==> config.mk <==
export PLATFORM = sky130hd
export DESIGN_NAME = mem_arbiter_flat
export DESIGN_NICKNAME = d
export VERILOG_FILES = /design/src/rtl/mem_arbiter_if.sv /design/src/rtl/mem_arbiter.sv /design/src/flat_wrapper.sv
export SDC_FILE = /design/constraint.sdc
export NUM_CORES = 1
export LEC_CHECK = 0
export BUFFER_PORTS_ARGS = -buffer_cell sky130_fd_sc_hd__buf_2
export CAP_MARGIN = 20
export CORE_ASPECT_RATIO = 0.8
export CORE_MARGIN = 2
export CORE_UTILIZATION = 35
export CTS_CLUSTER_SIZE = 14
export DETAILED_ROUTE_END_ITERATION = 7
export HOLD_SLACK_MARGIN = 0.15
export PLACE_DENSITY_LB_ADDON = 0.15
export RECOVER_POWER = 25
export SLEW_MARGIN = 20
export SYNTH_ARGS = -nofsm -noshare
export SYNTH_HDL_FRONTEND = slang
export SYNTH_SLANG_ARGS = --single-unit
==> constraint.sdc <==
create_clock -name clk -period 2.05 [get_ports clk]
set_input_delay 0.1025 -clock clk [delete_from_list [all_inputs] [get_ports clk]]
set_output_delay 0.1025 -clock clk [all_outputs]
set_load 0.02 [all_outputs]
==> src/rtl/mem_arbiter_if.sv <==
// Bundle of request, response and main-memory signals shared by mem_arbiter and its neighbours.
// The slave view belongs to the arbiter; the master view belongs to the requesters and memory.
interface mem_arbiter_if #(
   parameter int WCNT_W = 2
);
   logic              ireq;
   logic [31:0]       iaddr;
   logic [31:0]       irdata;
   logic              ivalid;
   logic [WCNT_W-1:0] iword;
   logic              idone;
   logic              dreq;
   logic              dwe;
   logic [31:0]       daddr;
   logic [31:0]       dwdata;
   logic [31:0]       drdata;
   logic              ddone;
   logic              mem_req;
   logic              mem_we;
   logic [31:0]       mem_addr;
   logic [31:0]       mem_wdata;
   logic [31:0]       mem_rdata;
   logic              mem_ack;

   modport master (
      output ireq, iaddr, dreq, dwe, daddr, dwdata, mem_rdata, mem_ack,
      input  irdata, ivalid, iword, idone, drdata, ddone,
             mem_req, mem_we, mem_addr, mem_wdata
   );

   modport slave (
      input  ireq, iaddr, dreq, dwe, daddr, dwdata, mem_rdata, mem_ack,
      output irdata, ivalid, iword, idone, drdata, ddone,
             mem_req, mem_we, mem_addr, mem_wdata
   );
endinterface

==> src/rtl/mem_arbiter.sv <==
// Two-way arbiter sharing one main-memory port between I-cache line refills (bursts)
// and single-word data loads/stores, with alternating priority on conflict.
module mem_arbiter #(
   parameter int LINE_WORDS = 4,
   parameter int WCNT_W     = 2
) (
   input logic          clk,
   input logic          reset,
   mem_arbiter_if.slave bus
);
   typedef enum logic [1:0] {IDLE, IFILL, DACC, FIN} state_t;

   localparam logic [WCNT_W-1:0] LAST_WORD = WCNT_W'(LINE_WORDS - 1);
   localparam logic [31:0]       LINE_MASK = ~((32'd1 << (WCNT_W + 2)) - 32'd1);

   state_t            state, state_nxt;
   logic [WCNT_W-1:0] cnt, cnt_nxt;
   logic              last_d, last_d_nxt;
   logic              req_q, req_nxt;
   logic              we_q, we_nxt;
   logic [31:0]       addr_q, addr_nxt;
   logic [31:0]       wdata_q, wdata_nxt;
   logic [31:0]       irdata_q, irdata_nxt;
   logic              ivalid_q, ivalid_nxt;
   logic [WCNT_W-1:0] iword_q, iword_nxt;
   logic              idone_q, idone_nxt;
   logic [31:0]       drdata_q, drdata_nxt;
   logic              ddone_q, ddone_nxt;

   always_ff @(posedge clk) begin
      if (reset) begin
         state    <= IDLE;
         cnt      <= '0;
         last_d   <= 1'b0;
         req_q    <= 1'b0;
         we_q     <= 1'b0;
         addr_q   <= '0;
         wdata_q  <= '0;
         irdata_q <= '0;
         ivalid_q <= 1'b0;
         iword_q  <= '0;
         idone_q  <= 1'b0;
         drdata_q <= '0;
         ddone_q  <= 1'b0;
      end else begin
         state    <= state_nxt;
         cnt      <= cnt_nxt;
         last_d   <= last_d_nxt;
         req_q    <= req_nxt;
         we_q     <= we_nxt;
         addr_q   <= addr_nxt;
         wdata_q  <= wdata_nxt;
         irdata_q <= irdata_nxt;
         ivalid_q <= ivalid_nxt;
         iword_q  <= iword_nxt;
         idone_q  <= idone_nxt;
         drdata_q <= drdata_nxt;
         ddone_q  <= ddone_nxt;
      end
   end

   always_comb begin
      state_nxt  = state;
      cnt_nxt    = cnt;
      last_d_nxt = last_d;
      req_nxt    = req_q;
      we_nxt     = we_q;
      addr_nxt   = addr_q;
      wdata_nxt  = wdata_q;
      irdata_nxt = irdata_q;
      ivalid_nxt = 1'b0;
      iword_nxt  = iword_q;
      idone_nxt  = 1'b0;
      drdata_nxt = drdata_q;
      ddone_nxt  = 1'b0;

      case (state)
         IDLE: begin
            // On conflict the side that did not win last time is served.
            if (bus.ireq && (!bus.dreq || last_d)) begin
               state_nxt  = IFILL;
               cnt_nxt    = '0;
               last_d_nxt = 1'b0;
               req_nxt    = 1'b1;
               we_nxt     = 1'b0;
               addr_nxt   = bus.iaddr & LINE_MASK;
            end else if (bus.dreq) begin
               state_nxt  = DACC;
               last_d_nxt = 1'b1;
               req_nxt    = 1'b1;
               we_nxt     = bus.dwe;
               addr_nxt   = bus.daddr;
               wdata_nxt  = bus.dwdata;
            end
         end
         IFILL: begin
            if (bus.mem_ack) begin
               irdata_nxt = bus.mem_rdata;
               ivalid_nxt = 1'b1;
               iword_nxt  = cnt;
               cnt_nxt    = cnt + WCNT_W'(1);
               addr_nxt   = addr_q + 32'd4;
               if (cnt == LAST_WORD) begin
                  idone_nxt = 1'b1;
                  req_nxt   = 1'b0;
                  state_nxt = FIN;
               end
            end
         end
         DACC: begin
            if (bus.mem_ack) begin
               if (!we_q) drdata_nxt = bus.mem_rdata;
               ddone_nxt = 1'b1;
               req_nxt   = 1'b0;
               we_nxt    = 1'b0;
               state_nxt = FIN;
            end
         end
         FIN:     state_nxt = IDLE;
         default: state_nxt = IDLE;
      endcase
   end

   assign bus.mem_req   = req_q;
   assign bus.mem_we    = we_q;
   assign bus.mem_addr  = addr_q;
   assign bus.mem_wdata = wdata_q;
   assign bus.irdata    = irdata_q;
   assign bus.ivalid    = ivalid_q;
   assign bus.iword     = iword_q;
   assign bus.idone     = idone_q;
   assign bus.drdata    = drdata_q;
   assign bus.ddone     = ddone_q;
endmodule

==> src/flat_wrapper.sv <==
// flat-port wrapper written by rule: the top's interface ports become plain ports
module mem_arbiter_flat 
#(
   parameter int LINE_WORDS = 4,
   parameter int WCNT_W     = 2
)
  (clk, reset, bus_ireq, bus_iaddr, bus_dreq, bus_dwe, bus_daddr, bus_dwdata, bus_mem_rdata, bus_mem_ack, bus_irdata, bus_ivalid, bus_iword, bus_idone, bus_drdata, bus_ddone, bus_mem_req, bus_mem_we, bus_mem_addr, bus_mem_wdata);
  mem_arbiter_if #(.WCNT_W(WCNT_W)) bus_i ();
  input logic clk;
  input logic reset;
  input wire logic [$bits(bus_i.ireq)-1:0] bus_ireq;
  input wire logic [$bits(bus_i.iaddr)-1:0] bus_iaddr;
  input wire logic [$bits(bus_i.dreq)-1:0] bus_dreq;
  input wire logic [$bits(bus_i.dwe)-1:0] bus_dwe;
  input wire logic [$bits(bus_i.daddr)-1:0] bus_daddr;
  input wire logic [$bits(bus_i.dwdata)-1:0] bus_dwdata;
  input wire logic [$bits(bus_i.mem_rdata)-1:0] bus_mem_rdata;
  input wire logic [$bits(bus_i.mem_ack)-1:0] bus_mem_ack;
  output wire logic [$bits(bus_i.irdata)-1:0] bus_irdata;
  output wire logic [$bits(bus_i.ivalid)-1:0] bus_ivalid;
  output wire logic [$bits(bus_i.iword)-1:0] bus_iword;
  output wire logic [$bits(bus_i.idone)-1:0] bus_idone;
  output wire logic [$bits(bus_i.drdata)-1:0] bus_drdata;
  output wire logic [$bits(bus_i.ddone)-1:0] bus_ddone;
  output wire logic [$bits(bus_i.mem_req)-1:0] bus_mem_req;
  output wire logic [$bits(bus_i.mem_we)-1:0] bus_mem_we;
  output wire logic [$bits(bus_i.mem_addr)-1:0] bus_mem_addr;
  output wire logic [$bits(bus_i.mem_wdata)-1:0] bus_mem_wdata;
  assign bus_i.ireq = bus_ireq;
  assign bus_i.iaddr = bus_iaddr;
  assign bus_i.dreq = bus_dreq;
  assign bus_i.dwe = bus_dwe;
  assign bus_i.daddr = bus_daddr;
  assign bus_i.dwdata = bus_dwdata;
  assign bus_i.mem_rdata = bus_mem_rdata;
  assign bus_i.mem_ack = bus_mem_ack;
  assign bus_irdata = bus_i.irdata;
  assign bus_ivalid = bus_i.ivalid;
  assign bus_iword = bus_i.iword;
  assign bus_idone = bus_i.idone;
  assign bus_drdata = bus_i.drdata;
  assign bus_ddone = bus_i.ddone;
  assign bus_mem_req = bus_i.mem_req;
  assign bus_mem_we = bus_i.mem_we;
  assign bus_mem_addr = bus_i.mem_addr;
  assign bus_mem_wdata = bus_i.mem_wdata;
  mem_arbiter #(.LINE_WORDS(LINE_WORDS), .WCNT_W(WCNT_W)) u_core (.clk(clk), .reset(reset), .bus(bus_i));
endmodule
Word-level counts from Yosys, hierarchy flattened
Index checks and enable logic that the tools add are counted.
{"block": "word_totals", "output_inout_bits": 135, "latchBits": 0, "input_bits": 134, "elab_cells": 74, "memories": 0, "rom_bits": 0, "ff_bits": 140, "mem_bits_rw": 0}
{"block": "op_classes", "multipliers": 0, "mux": 25, "n_div": 0, "n_lt_le_gt_ge": 0, "n_shift": 0, "n_bitwise": 5, "eq_ne": 9, "reduce_logical": 20, "n_addsub": 2}
{"operator": "$mux 32", "count": 3}
{"operator": "$pmux 32 s2", "count": 1}
{"operator": "$add 32x3->32 const B", "count": 1}
{"operator": "$reduce_and 3->1", "count": 5}
{"operator": "$mux 2", "count": 7}
{"operator": "$mux 1", "count": 10}
{"operator": "$pmux 2 s4", "count": 1}
{"operator": "$eq 2x2->1 const B", "count": 3}
{"operator": "$reduce_bool 2->1", "count": 3}
{"operator": "$not 1->1", "count": 5}
{"operator": "$reduce_and 5->1", "count": 1}
{"operator": "$ne 2x1->1 const B", "count": 2}
{"operator": "$ne 2x2->1 const B", "count": 2}
{"operator": "$pmux 2 s2", "count": 1}
{"operator": "$reduce_and 2->1", "count": 2}
{"operator": "$reduce_and 4->1", "count": 1}
{"operator": "$reduce_or 2->1", "count": 2}
{"operator": "$ne 3x2->1 const B", "count": 1}
{"operator": "$pmux 1 s3", "count": 1}
{"operator": "$reduce_bool 3->1", "count": 1}
{"operator": "$reduce_or 3->1", "count": 1}
{"operator": "$add 2x1->2 const B", "count": 1}
{"operator": "$eq 2x1->1 const B", "count": 1}
{"operator": "$logic_not 2->1", "count": 1}
{"operator": "4 further kinds", "count": 4}

Depth between registers and ports, before layout
{"block": "logic_depth", "word_depth": 5, "ltp_mapped": 9, "depth_no_buf": 7}

Worst setup path before layout
Ideal clock, no wire load.
{"block": "synth_path", "path_type": "reg-to-reg", "start": "register u_core.state[0]", "end": "register u_core.addr_q[20], in the netlist u_core.bus.mem_addr[20]", "required_ps": 1928, "period_less_slack_ps": 2242, "path_stages_with_launch": 10, "setup_time_ps": 122, "arrival_time_ps": 2120, "path_buffers": 2, "slack_ps": -192, "path_cell_list": "dfxtp_1 inv_1 ha_1 clkbuf_1 nor3b_1 or3_1 clkbuf_1 nor2_1 mux2_2 a221o_1"}
{"block": "synth_between", "elab_chain_len": 3, "word_cells_on_any_way": 7, "cone_classes": "eq/ne (3); mux (1); reduce/logical (3)"}
{"element": "start: declaration", "line_no": "mem_arbiter.sv:16", "source": "state_t state, state_nxt;"}
{"element": "start signal: assignment", "line_no": "mem_arbiter.sv:46", "source": "state <= state_nxt;"}
{"element": "$eq 2x1->1 or $logic_not 2->1 (tied branches)", "line_no": "mem_arbiter.sv:77", "source": "case (state)"}
{"element": "$ne 2x2->1 (no source line), or another cell as far along"}
{"element": "$reduce_and 3->1 (no source line)"}
{"element": "end signal: assignment", "line_no": "mem_arbiter.sv:51", "source": "addr_q <= addr_nxt;"}
{"element": "end: declaration", "line_no": "mem_arbiter.sv:21", "source": "logic [31:0] addr_q, addr_nxt;"}
Several ways; a longest one is shown, not always the timed one.
A chain may end at the register's enable or synchronous reset.

Worst setup path in the final report
{"block": "layout_path", "start": "register u_core.addr_q[5], in the netlist u_core.bus.mem_addr[5]", "end": "register u_core.addr_q[23], in the netlist u_core.bus.mem_addr[23]"}
{"block": "layout_between", "elab_chain_len": 3}
{"element": "$add 32x3->32", "line_no": "mem_arbiter.sv:102", "source": "addr_nxt = addr_q + 32'd4;"}
{"element": "$mux 32", "line_no": "mem_arbiter.sv:97", "source": "if (bus.mem_ack) begin"}
{"element": "$pmux 32 s2", "line_no": "mem_arbiter.sv:77"}
No other way between the ends. The select of a mux whose other input is x is not followed.

==> flow_metrics.py <==
metrics = {
    "sta": {
        "finalHoldViolations": 0,
        "setup_viol": 0,
        "skew_ps": 11.9,
        "rsz0062_at_grt": "yes",
        "fin_crit_ps": 1970,
        "relSlewSlack_pct": 48.9,
        "worst_slew_pin_slew_ps": 766,
        "slew_violations": 0,
        "max_freq_ghz": 0.506,
        "post-route-period-util_pct": 96.3,
        "layout_setup_ws_ps": 75.2,
        "timing.setup.tns_ps": 0,
    },
    "layout": {
        "layout.cells.most_common": "nand2_1",
        "final_cell_mix": "236 x nand2_1, 196 x buf_2, 130 x dfxtp_1",
        "syn_to_final_growth_pct": 59.5,
        "antenna_cells": 0,
        "finalNetCount": 1325,
        "fin_util_pct": 56.8,
        "final_cell_count_no_fill": 1421,
        "drive_gt1_share_pct": 28.0,
    },
    "placed_design": {
        "io_buffers": 264,
        "dpl.hpwl_mm": 13.9,
        "pre_cts_ws_ps": -7.36,
        "gp_congestion": 0.837,
        "place_inst": 1273,
    },
    "logic_synthesis": {
        "ys_seq_area_share_pct": 45.7,
        "synth_ff_type": "dfxtp_1",
        "yosysUniqueCellTypes": 50,
        "synth_nets": 925,
        "postSynthCellCount": 785,
        "synth-warning-count": 0,
        "async_reset_ff_share_pct": 0,
        "syn_area_mm2": 0.00613,
        "postSynthAreaPerCell_um2": 7.81,
        "synth_seq_cells": 140,
        "synth_edf_count": 0,
    },
    "global_route": {
        "grt_max_degree": 71,
        "antenna_found_initial": 0,
        "grt_pass1_wl_mm": 33.9,
        "grt_usage_pct": 22.1,
        "grt_pass1_vias": 6717,
        "grt-ovfl-total": 0,
    },
    "floorplan": {
        "initial_core_util_pct": 35.6,
        "coreArea_mm2": 0.0172,
        "die_w_um": 152,
        "die_h_um": 122,
        "rows": 43,
        "die_area_mm2": 0.0186,
        "io_pins": 269,
    },
    "hold_path": {
        "hold_path_class": "input pin to register",
    },
    "worst_setup_path": {
        "critPathSlowestCell": "or4_4",
        "cp.required_ps": 2380,
        "path_cells": "nand3_2 > or4_4 > or3_4 > or3_1 > a31oi_1",
        "crit_fanout": 4,
        "max_stage_delay_ps": 570,
        "critPathKind": "register to register",
        "worstPathArrival_ps": 2310,
        "end_kind": "register",
        "start_kind": "register",
    },
    "routing": {
        "vias_per_cell": 4.94,
        "drtPass1Iterations": 5,
        "ant_nets": 0,
        "vias": 7015,
        "drcViolationCount": 0,
        "wl_per_cell_um": 14.8,
        "wl_mm": 21.0,
        "first_iter_violations": 307,
    },
    "pwr": {
        "p_per_area_mw_per_mm2": 1180,
        "max-vdd-ir-drop_mv": 0.593,
        "leakagePower_nw": 4.08,
    },
    "cts": {
        "cts.clk_slew.worst_paths_ps": 60,
        "cts_tree": "built",
        "clock_latency_ps": 420,
        "clock_path_buffers": 2,
        "cts_root_buf": "clkbuf_16",
        "cts_inserted_buffers": 17,
        "htree_levels": 4,
        "cts.sinks": 140,
    },
    "outcome": {
        "status": "completed",
    },
    "job": {
        "drv_cap": 0,
    },
}
==> cell usage after synthesis, types with 7 or more instances <==
master	n	area (um^2)
inv_1	7	26.3
nand4_1	13	81.3
o21ai_0	16	80.1
a21oi_1	122	611
nand2_1	237	890
mux2i_1	11	110
or3_1	8	50.1
nor3_1	8	40.0
mux2_2	18	203
or4_1	7	52.6
nor2_1	25	93.8
a211oi_1	7	52.6
clkbuf_1	47	176
dfxtp_1	140	2800
o211ai_1	8	60.1
nand3_1	18	90.1
a22oi_1	12	90.1
==> area by class of cell <==
class / instances / area [um^2]
Clock buffer: 17 / 425
Fill cell: 1641 / 7440
Timing Repair Buffer: 435 / 2880
Clock inverter: 13 / 189
Sequential cell: 140 / 2820
Multi-Input combinational cell: 584 / 3150
Tap cell: 225 / 282
Inverter: 7 / 30.0
==> registers in the layout (all words and copies together) (netlist names), 2 cells and up <==
signal                cells
u_core.bus.mem_addr      32
u_core.bus.drdata        32
u_core.state              2
u_core.bus.irdata        32
u_core.bus.mem_wdata     32
u_core.bus.iword          2
u_core.cnt                2
==> through the flow <==
| step | power (mW) | hold slack, ps | instance area (um^2) |
|---|---|---|---|
| 6_report | 11.6 | 157 | 9780 |
| 5_1_grt | 12.3 | 177 | 9780 |
| 4_1_cts | 11.6 | 151 | 9780 |
| 3_5_place_dp | 8.08 | 348 | 8040 |
| 3_3_place_gp | 8.05 | 339 | 8040 |
| 2_1_floorplan | 6.25 | 239 | 6160 |
==> worst max-delay path, delay by kind of cell (launching register included) <==
family | cells | cell delay (ps)
flip-flops | 1 | 340
AO/OA/AOI/OAI | 1 | 170
AND/OR/NAND/NOR | 4 | 1370
==> logic make-up (layout without fill, tap and decap cells) <==
| family | count (synthesis) | count (layout) | share of synthesized area, % |
|---|---|---|---|
| AOI/OAI and AO/OA | 201 | 201 | 19.2 |
| adders and majority gates | 6 | 6 | 1.22 |
| buffers and inverters | 61 | 472 | 3.80 |
| DFF | 140 | 140 | 45.7 |
| muxes | 29 | 29 | 5.10 |
| and+or+nand+nor | 348 | 348 | 24.9 |
==> worst paths after layout <==
kind                     startpoint                      end  slack, ps  cells after the start
max          u_core.bus.mem_addr[5]  u_core.bus.mem_addr[23]         80                      5
min                    bus_iaddr[5]   u_core.bus.mem_addr[5]        160                      4
max reg2reg  u_core.bus.mem_addr[5]  u_core.bus.mem_addr[23]         80                      5
min reg2reg     u_core.bus.iword[1]      u_core.bus.iword[1]        450                      2
==> metal layers <==
| metal | vias to the layer above | GRT usage (%) | wire length [um] |
|---|---|---|---|
| met2 | 250 | 34.9 | 9520 |
| li1 | 3543 | - | - |
| met1 | 3200 | 29.9 | 9820 |
| met4 | 0 | 6.25 | 252 |
| met5 | - | 0 | 0 |
| met3 | 22 | 5.93 | 1400 |
==> power breakdown <==
group	internal, mW	switching (mW)
sequential	3.26	0.388
clock	2.04	1.21
combinational	1.92	2.75
==> what timing repair did <==
item | in CTS | in global routing
hold buffers | 112 | 0
gates resized for setup | 1 | 9
pin swaps | 0 | 5
endpoints found under the hold margin | 130 | 0
buffers inserted | 0 | 6
cloned | 0 | 0
endpoints found under the setup margin | 1 | 20
(Power assumes the default switching activity.)
